--- src/rtl/id_ex_hazard_stage_pkg.sv ---
// rtl/id_ex_hazard_stage_pkg.sv - shared constants, field helpers and EX register type for the ID/EX stage
//
// Contents:
//   NOP_WORD                 canonical NOP (addi x0,x0,0) loaded into ir_e on reset or bubble
//   CTRL_*                   bit positions in the 32-bit control word
//   RS1_LSB/RS2_LSB/RD_LSB   register-field slice positions in the instruction word
//   ex_reg_t                 packed image of the ID/EX pipeline register
//   ex_bubble()              EX register contents for an inserted bubble
package id_ex_hazard_stage_pkg;

    localparam logic [31:0] NOP_WORD = 32'h0000_0013;

    localparam int CTRL_RF_WE   = 7;
    localparam int CTRL_WB_MEM  = 2;
    localparam int CTRL_USE_RS1 = 9;
    localparam int CTRL_USE_RS2 = 8;

    localparam int REG_W   = 5;
    localparam int RS1_LSB = 15;
    localparam int RS2_LSB = 20;
    localparam int RD_LSB  = 7;

    typedef struct packed {
        logic        valid;
        logic [31:0] pc;
        logic [31:0] ir;
        logic [31:0] a;
        logic [31:0] b;
        logic [31:0] imm;
        logic [31:0] ctrl;
    } ex_reg_t;

    function automatic ex_reg_t ex_bubble(input logic [31:0] nop);
        ex_reg_t r;
        r       = '0;
        r.ir    = nop;
        return r;
    endfunction

endpackage

--- src/rtl/id_ex_hazard_stage_load_use_detect.sv ---
// rtl/id_ex_hazard_stage_load_use_detect.sv - combinational load-use hazard detector
//
// Ports:
//   ir_d, ctrl_d, valid_d   instruction in ID
//   ir_e, ctrl_e, valid_e   instruction in EX
//   lu                      EX holds a load whose rd (non-x0) is read by the ID instruction
module load_use_detect
    import id_ex_hazard_stage_pkg::*;
(
    input  logic [31:0] ir_d,
    input  logic [31:0] ctrl_d,
    input  logic        valid_d,
    input  logic [31:0] ir_e,
    input  logic [31:0] ctrl_e,
    input  logic        valid_e,
    output logic        lu
);

    logic [REG_W-1:0] rs1;
    logic [REG_W-1:0] rs2;
    logic [REG_W-1:0] rd_e;
    logic             load_in_ex;
    logic             rs1_hit;
    logic             rs2_hit;

    assign rs1  = ir_d[RS1_LSB +: REG_W];
    assign rs2  = ir_d[RS2_LSB +: REG_W];
    assign rd_e = ir_e[RD_LSB +: REG_W];

    // A bubble (valid_e=0) or a load into x0 can never create a dependency.
    assign load_in_ex = valid_e & ctrl_e[CTRL_RF_WE] & ctrl_e[CTRL_WB_MEM] & (rd_e != '0);

    assign rs1_hit = ctrl_d[CTRL_USE_RS1] & (rs1 == rd_e);
    assign rs2_hit = ctrl_d[CTRL_USE_RS2] & (rs2 == rd_e);

    assign lu = load_in_ex & valid_d & (rs1_hit | rs2_hit);

    // Only a few fields of each word matter here; fold the rest into one sink.
    logic unused_bits;
    assign unused_bits = ^{ir_d[31:25], ir_d[14:0], ir_e[31:12], ir_e[6:0],
                           ctrl_d[31:10], ctrl_d[7:0],
                           ctrl_e[31:8], ctrl_e[6:3], ctrl_e[1:0]};

endmodule

--- src/rtl/id_ex_hazard_stage.sv ---
// rtl/id_ex_hazard_stage.sv - ID/EX pipeline register with load-use stall, branch flush and debug hold
//
// Optional feature macro: HAZARD_STAT_EN (stall/flush event counters; tied to 0 when undefined)
//
// Ports:
//   clk, rstn                      clock, asynchronous active-low reset
//   hold                           debug freeze: all state holds, IF/ID stalled
//   valid_d/pc_d/ir_d/a_d/b_d/imm_d/ctrl_d   ID-stage instruction and forwarded operands
//   branch_taken_e                 EX redirect; kills the ID instruction
//   valid_e/pc_e/ir_e/a_e/b_e/imm_e/ctrl_e   registered EX-stage copies
//   stall_f                        hold PC and IF/ID register (combinational)
//   flush_d                        invalidate IF/ID register (combinational)
//   stall_cnt, flush_cnt           saturating load-use stall / flush counters
module id_ex_hazard_stage
    import id_ex_hazard_stage_pkg::*;
#(
    parameter logic [31:0] NOP_INSN = NOP_WORD
) (
    input  logic        clk,
    input  logic        rstn,
    input  logic        hold,
    input  logic        valid_d,
    input  logic [31:0] pc_d,
    input  logic [31:0] ir_d,
    input  logic [31:0] a_d,
    input  logic [31:0] b_d,
    input  logic [31:0] imm_d,
    input  logic [31:0] ctrl_d,
    input  logic        branch_taken_e,
    output logic        valid_e,
    output logic [31:0] pc_e,
    output logic [31:0] ir_e,
    output logic [31:0] a_e,
    output logic [31:0] b_e,
    output logic [31:0] imm_e,
    output logic [31:0] ctrl_e,
    output logic        stall_f,
    output logic        flush_d,
    output logic [31:0] stall_cnt,
    output logic [31:0] flush_cnt
);

    ex_reg_t ex_q;
    ex_reg_t ex_d;
    logic    lu;
    logic    stall_raw;
    logic    flush_raw;

    load_use_detect u_load_use_detect (
        .ir_d    (ir_d),
        .ctrl_d  (ctrl_d),
        .valid_d (valid_d),
        .ir_e    (ex_q.ir),
        .ctrl_e  (ex_q.ctrl),
        .valid_e (ex_q.valid),
        .lu      (lu)
    );

    // Priority: hold > branch flush > load-use stall > normal capture.
    // A taken branch kills the ID instruction, so its load-use hazard is moot.
    always_comb begin
        ex_d      = ex_q;
        stall_raw = 1'b0;
        flush_raw = 1'b0;
        if (hold) begin
            stall_raw = 1'b1;
        end else if (branch_taken_e) begin
            ex_d      = ex_bubble(NOP_INSN);
            flush_raw = 1'b1;
        end else if (lu) begin
            ex_d      = ex_bubble(NOP_INSN);
            stall_raw = 1'b1;
        end else begin
            ex_d.valid = valid_d;
            ex_d.pc    = pc_d;
            ex_d.ir    = ir_d;
            ex_d.a     = a_d;
            ex_d.b     = b_d;
            ex_d.imm   = imm_d;
            ex_d.ctrl  = ctrl_d;
        end
    end

    always_ff @(posedge clk or negedge rstn) begin
        if (!rstn) begin
            ex_q <= ex_bubble(NOP_INSN);
        end else begin
            ex_q <= ex_d;
        end
    end

    // Strobes are forced low while reset is asserted, even if hold/branch are driven.
    assign stall_f = stall_raw & rstn;
    assign flush_d = flush_raw & rstn;

    assign valid_e = ex_q.valid;
    assign pc_e    = ex_q.pc;
    assign ir_e    = ex_q.ir;
    assign a_e     = ex_q.a;
    assign b_e     = ex_q.b;
    assign imm_e   = ex_q.imm;
    assign ctrl_e  = ex_q.ctrl;

`ifdef HAZARD_STAT_EN
    logic [31:0] stall_cnt_q;
    logic [31:0] stall_cnt_d;
    logic [31:0] flush_cnt_q;
    logic [31:0] flush_cnt_d;

    always_comb begin
        stall_cnt_d = stall_cnt_q;
        flush_cnt_d = flush_cnt_q;
        if (!hold && !branch_taken_e && lu && (stall_cnt_q != 32'hFFFF_FFFF)) begin
            stall_cnt_d = stall_cnt_q + 32'd1;
        end
        if (!hold && branch_taken_e && (flush_cnt_q != 32'hFFFF_FFFF)) begin
            flush_cnt_d = flush_cnt_q + 32'd1;
        end
    end

    always_ff @(posedge clk or negedge rstn) begin
        if (!rstn) begin
            stall_cnt_q <= '0;
            flush_cnt_q <= '0;
        end else begin
            stall_cnt_q <= stall_cnt_d;
            flush_cnt_q <= flush_cnt_d;
        end
    end

    assign stall_cnt = stall_cnt_q;
    assign flush_cnt = flush_cnt_q;
`else
    assign stall_cnt = '0;
    assign flush_cnt = '0;
`endif

endmodule

--- config.mk ---
export PLATFORM = sky130hd
export DESIGN_NAME = id_ex_hazard_stage
export DESIGN_NICKNAME = d
export VERILOG_FILES = /design/src/rtl/id_ex_hazard_stage_pkg.sv /design/src/rtl/id_ex_hazard_stage_load_use_detect.sv /design/src/rtl/id_ex_hazard_stage.sv
export SDC_FILE = /design/constraint.sdc
export NUM_CORES = 1
export LEC_CHECK = 0
export ABC_CLOCK_PERIOD_IN_PS = 2100
export BUFFER_PORTS_ARGS = -buffer_cell sky130_fd_sc_hd__buf_2
export CORE_AREA = 2 2 175 177
export DETAILED_ROUTE_END_ITERATION = 10
export DIE_AREA = 0 0 177 179
export PLACE_DENSITY = 0.61
export SLEW_MARGIN = 20
export SYNTH_ARGS = -nofsm -noshare
export SYNTH_HDL_FRONTEND = slang
export SYNTH_HIERARCHICAL = 1
export SYNTH_SLANG_ARGS = --single-unit
--- constraint.sdc ---
create_clock -name clk -period 2.1 [get_ports clk]
set_clock_uncertainty 0.1 [all_clocks]
set_input_delay 0.21 -clock clk [delete_from_list [all_inputs] [get_ports clk]]
set_output_delay 0.21 -clock clk [all_outputs]
set_load 0.01 [all_outputs]
-- Yosys cells after proc, flatten, opt, wreduce, memory -nomap -nowiden
Cells that the tools add are included.
- equal/unequal tests: 2
- muxes and demuxes: 7
- bitwise logic cells: 10
- reduce and logical (&&, ||, !) cells: 1
- operators with widths (kind ; count):
    193-bit 2-to-1 mux ; 2
    5-bit == test ; 2
    1-bit bitwise AND ; 9
    1-bit 2-to-1 mux ; 5
    5-bit nonzero test ; 1
    1-bit bitwise OR ; 1
- register bits after elaboration: 193
- output and inout port bits: 259

-- Logic depth before layout (Yosys ltp)
- depth after elaboration: 9
- mapped depth: 9

-- By module
The synthesis kept the hierarchy.
- by module, submodules not included (module ; instances ; cells an instance ; area an instance (sq um)):
    id_ex_hazard_stage ; 1 ; 905 ; 9087.5
    load_use_detect ; 1 ; 18 ; 140.1

-- Worst setup path after synthesis
OpenSTA, ideal clock, no wires.
- kind: flip-flop to flip-flop
- start: reg ex_q (netlist bit ir_e[9])
- end: reg ex_q (netlist bit ir_e[7])
- setup time: 0.118 ns
- data arrival time: 1.966 ns
- setup slack: -0.084 ns
- cell stages (with the launch flop): 10
- path through: dfrtp_1 xor2_1 nor4_1 nand3_1 a221oi_2 or2_1 buf_6 buf_12 buf_12 o21ai_2
- cells in the longest elaborated chain, start to end: 6
- elaborated cells between the ends (all ways): 11
- those cells by class: eq/ne (2); mux (2); bitwise (6); reduce/logical (1)
- ends and longest elaborated chain (item ; RTL line ; RTL):
    from (decl) ; id_ex_hazard_stage.sv:43 ; ex_reg_t ex_q;
    from (signal assigned) ; id_ex_hazard_stage.sv:86 ; ex_q <= ex_bubble(NOP_INSN);
    5-bit == test (tied with other cells) ; id_ex_hazard_stage_load_use_detect.sv:33 ; assign rs1_hit = ctrl_d[CTRL_USE_RS1] & (rs1 == rd_e);
    1-bit bitwise AND (on tied branches) ; id_ex_hazard_stage_load_use_detect.sv:33, id_ex_hazard_stage_load_use_detect.sv:31, id_ex_hazard_stage_load_use_detect.sv:34 ;
    1-bit bitwise OR / 1-bit bitwise AND (equally long branches) ; id_ex_hazard_stage_load_use_detect.sv:36 ; assign lu = load_in_ex & valid_d & (rs1_hit | rs2_hit);
    1-bit bitwise AND (*) ; id_ex_hazard_stage_load_use_detect.sv:36 ;
    net lu ; id_ex_hazard_stage.sv:45 ; logic lu;
    193-bit 2-to-1 mux (*) ; id_ex_hazard_stage.sv:70 ; end else if (lu) begin
    193-bit 2-to-1 mux (*) ; id_ex_hazard_stage.sv:67 ; end else if (branch_taken_e) begin
The timed path passes the listed nets; every way through them passes the cells marked *.
A chain may end at the register's enable or synchronous reset.

-- Worst setup path after layout
- start: reg ex_q (netlist bit ir_e[8])
- end: out stall_f
- cells in the longest elaborated chain, start to end: 8
- elaborated cells between the ends (all ways): 13
- those cells by class: eq/ne (2); mux (3); bitwise (7); reduce/logical (1)
- ends and longest elaborated chain (item ; RTL line ; RTL):
    5-bit == test (tied with other cells) ; id_ex_hazard_stage_load_use_detect.sv:33 ;
    1-bit bitwise AND (on tied branches) ; id_ex_hazard_stage_load_use_detect.sv:33, id_ex_hazard_stage_load_use_detect.sv:31, id_ex_hazard_stage_load_use_detect.sv:34 ;
    1-bit bitwise OR / 1-bit bitwise AND (equally long branches) ; id_ex_hazard_stage_load_use_detect.sv:36 ;
    1-bit bitwise AND (*) ; id_ex_hazard_stage_load_use_detect.sv:36 ;
    net lu ; id_ex_hazard_stage.sv:45 ;
    1-bit 2-to-1 mux (*) ; id_ex_hazard_stage.sv:70 ;
    1-bit 2-to-1 mux (*) ; id_ex_hazard_stage.sv:67 ;
    1-bit 2-to-1 mux (*) ; id_ex_hazard_stage.sv:65 ; if (hold) begin
    1-bit bitwise AND (*) ; id_ex_hazard_stage.sv:93 ; assign stall_f = stall_raw & rstn;
    to (decl) ; id_ex_hazard_stage.sv:37 ; output logic stall_f,
Marked as above.

==> flow_summary.ini <==
[setup_path]
r2r_end = ir_e[6]
cp.required_ns = 1.79
worstPathArrival_ns = 2.20
rrSetupSlack_ns = -0.26
reg2regPathDepth = 12
crit_chain = xor2_1 -> nor4_1 -> nand3_1 -> a221oi_2 -> buf_4 -> and2b_1 -> o21a_1 -> buf_2
r2r-start = ir_e[8]
worst-setup-path-type = reg -> out
slowest_stage = dfrtp_2
cp-endpoint = stall_f
critical_path.max_stage_delay_ns = 0.42
critPathMaxFanout = 3
crit_path_start_kind = flop
startpoint = ir_e[8]
end_kind = primary output

[worst_hold_path]
hold_class = in -> reg
min_from = hold

[placement]
gp_congestion = 0.754
numPortBuffers = 391
dp_hpwl_um = 18400

[power_and_ir_drop]
seq_power_share = 0.429
ir_drop_mv = 0.542
p_per_area_nw_per_um2 = 637
power.share.combinational = 0.223
p_clk_frac = 0.348
switchingPower_w = 0.00289
swShare = 0.298
p_int_w = 0.00681
total_leakage_power_nw = 7.56

[clock_network]
cts_tree = yes
clk_latency_ns = 0.42
cts_root_buf = clkbuf_16
cts.clk_slew.worst_paths_ns = 0.08
cts.sinks = 193
cts_made_buffers = 17
htreeDepth = 4
clockBufferDepth = 2

[outcome]
outcome = complete, but fails checks
violations = negative setup slack

[synthesis]
synthCells = 923
yosys_register_bits = 193
ys_seq_area_frac = 0.524
ys_types = 27
yosysWarnings = 6
syn_area_um2 = 9230
syn_area_per_cell_um2 = 10.0

[finish]
final_nets = 1741
finalCoreUtilization = 0.507
drive_above_1_share = 0.438
synthToLayoutAreaGrowth_pct = 65.0

[sta]
tightest_slew_ns = 0.512
setup-tns-final_ns = -24.72
period_share = 1.20
slew_violations = 0
hold_viol = 0
rsz0062_at_grt = true
max_slew_margin = 0.659
finalSetupViolCount = 181
fin_crit_ns = 2.51
worst_slack_ns = -0.411
max_freq_mhz = 398

[grt]
antenna_found_initial = 2
grt_pass1_vias = 8362
grt_pass1_wl_um = 45300
globalRouteMet3Util = 0.0433
met2_usage = 0.321
grt_max_degree = 79
grt-ovfl-total = 0
grt.busiest_layer = met2
grt_usage = 0.185
met1_usage = 0.223

[detailed_routing]
drt-total-wl_um = 30900
drcViolationCount = 0
viasPerCell = 4.37
dr_total_vias = 8531
drt-initial-drc-count = 358
dr.pass1.iters = 4
routedWlPerCell_um = 15.8
ant_nets = 0

[floorplan]
die_w_um = 177
rows = 64
pin_count = 456
die_h_um = 179
dieArea_um2 = 31700
placeableCoreArea_um2 = 30000
initial_utilization = 0.307

[flow_run]
maxCapViolCount = 0
repair_timing:
item / CTS / global route
endpoints found under the setup margin: 187 / 193
resized for setup: 130 / 74
hold buffers: 193 / 0
hold endpoints to repair: 345 / 0
setup buffers: 22 / 9
pin swaps: 28 / 42
gates cloned: 20 / 6
worst min-delay path by stage:
stage / to / slack, ns / depth (start not counted)
floorplan: a_e[0] / -0.19 / 0
global placement: pc_e[21] / 0.03 / 1
detailed placement: b_e[31] / 0.03 / 1
CTS: b_e[1] / 0.06 / 3
global route: ctrl_e[10] / 0.08 / 3
finish: ctrl_e[10] / 0.06 / 3
kinds of logic (layout without fill, tap and decap cells):
logic type,Yosys count,after routing,synth area share
AOI/OAI and AO/OA,195,195,0.148
other,1,65,0.000406
buffers and inverters,131,702,0.104
and+or+nand+nor,393,393,0.215
xor gates and xnor gates,10,10,0.00949
DFF,193,193,0.524
per-layer routing:
layer	routed length [um]	up-vias
met5	12	-
met4	727	2
met3	1680	51
met2	15800	309
met1	12700	4097
li1	-	4072
worst max-delay path, delay by kind of cell, from the launching register on:
family / cells / cell delay [ns]
and+or+nand+nor: 3 / 0.56
DFF: 1 / 0.42
AOI/OAI and AO/OA: 2 / 0.35
buffers and inverters: 2 / 0.30
xor gates and xnor gates: 1 / 0.14
Yosys cell counts, drive strengths merged:
library cell	count	area share
inv	3	0.0012
xor2	8	0.0076
a21oi	3	0.0016
clkbuf	27	0.011
nand2	190	0.077
buf	101	0.092
nand4	1	0.00068
o21ai	190	0.14
a221oi	1	0.0016
and2b	1	0.00081
nor3	1	0.00054
nand3	2	0.0011
or2	1	0.00068
nor4	5	0.0034
nor2	1	0.00041
xnor2	2	0.0019
conb	1	0.00041
dfstp	3	0.0085
dfrtp	190	0.52
and3b	1	0.00095
o21a	1	0.00081
nand2b	190	0.13
power groups by stage:
| stage | sequential, W | clock, W | combinational (W) |
|---|---|---|---|
| global route | 0.00420 | 0.00364 | 0.00235 |
| floorplan | 0.00437 | 0 | 0.000739 |
| finish | 0.00417 | 0.00337 | 0.00216 |
| detailed placement | 0.00423 | 0 | 0.00155 |
| CTS | 0.00416 | 0.00348 | 0.00210 |
| global placement | 0.00422 | 0 | 0.00153 |
per-stage QoR:
step / hold WS (ns) / std cells / worst slack [ns] / instance area, um2 / total power [W]
floorplan: -0.186 / 986 / -0.0325 / 9470 / 0.00511
detailed placement: 0.0320 / 1679 / -0.106 / 11400 / 0.00578
CTS: 0.0622 / 1946 / -0.473 / 14900 / 0.00973
global route: 0.0758 / 1954 / -0.541 / 15200 / 0.0102
finish: 0.0611 / 1954 / -0.411 / 15200 / 0.00970
global placement: 0.0277 / 1679 / -0.0401 / 11400 / 0.00575
state kept, by name (all words and copies together) (netlist names):
signal   flops
a_e         32
ctrl_e      32
imm_e       32
valid_e      1
ir_e        32
pc_e        32
b_e         32
area by class of cell:
type                            instances  area [um2]
Antenna cell                            1        2.50
Clock buffer                           17         425
Clock inverter                         15         174
Fill cell                            2640       14800
Inverter                                3        11.3
Multi-Input combinational cell        662        3960
Sequential cell                       193        4840
Tap cell                              396         495
Timing Repair Buffer                  667        5310
layout by cell type (no fill, tap or decap), types with 8 or more instances in the layout:
cell type and n:
buf_2 389, dlygate4sd3_1 193, nand2b_1 190, nand2_1 190, dfrtp_1 186, o21ai_2 160, conb_1 64, buf_12 24
clkbuf_16 23, buf_4 22, o21ai_0 15, buf_8 14, buf_16 13, o21ai_1 11, xor2_1 8
(Power assumes the default switching activity.)
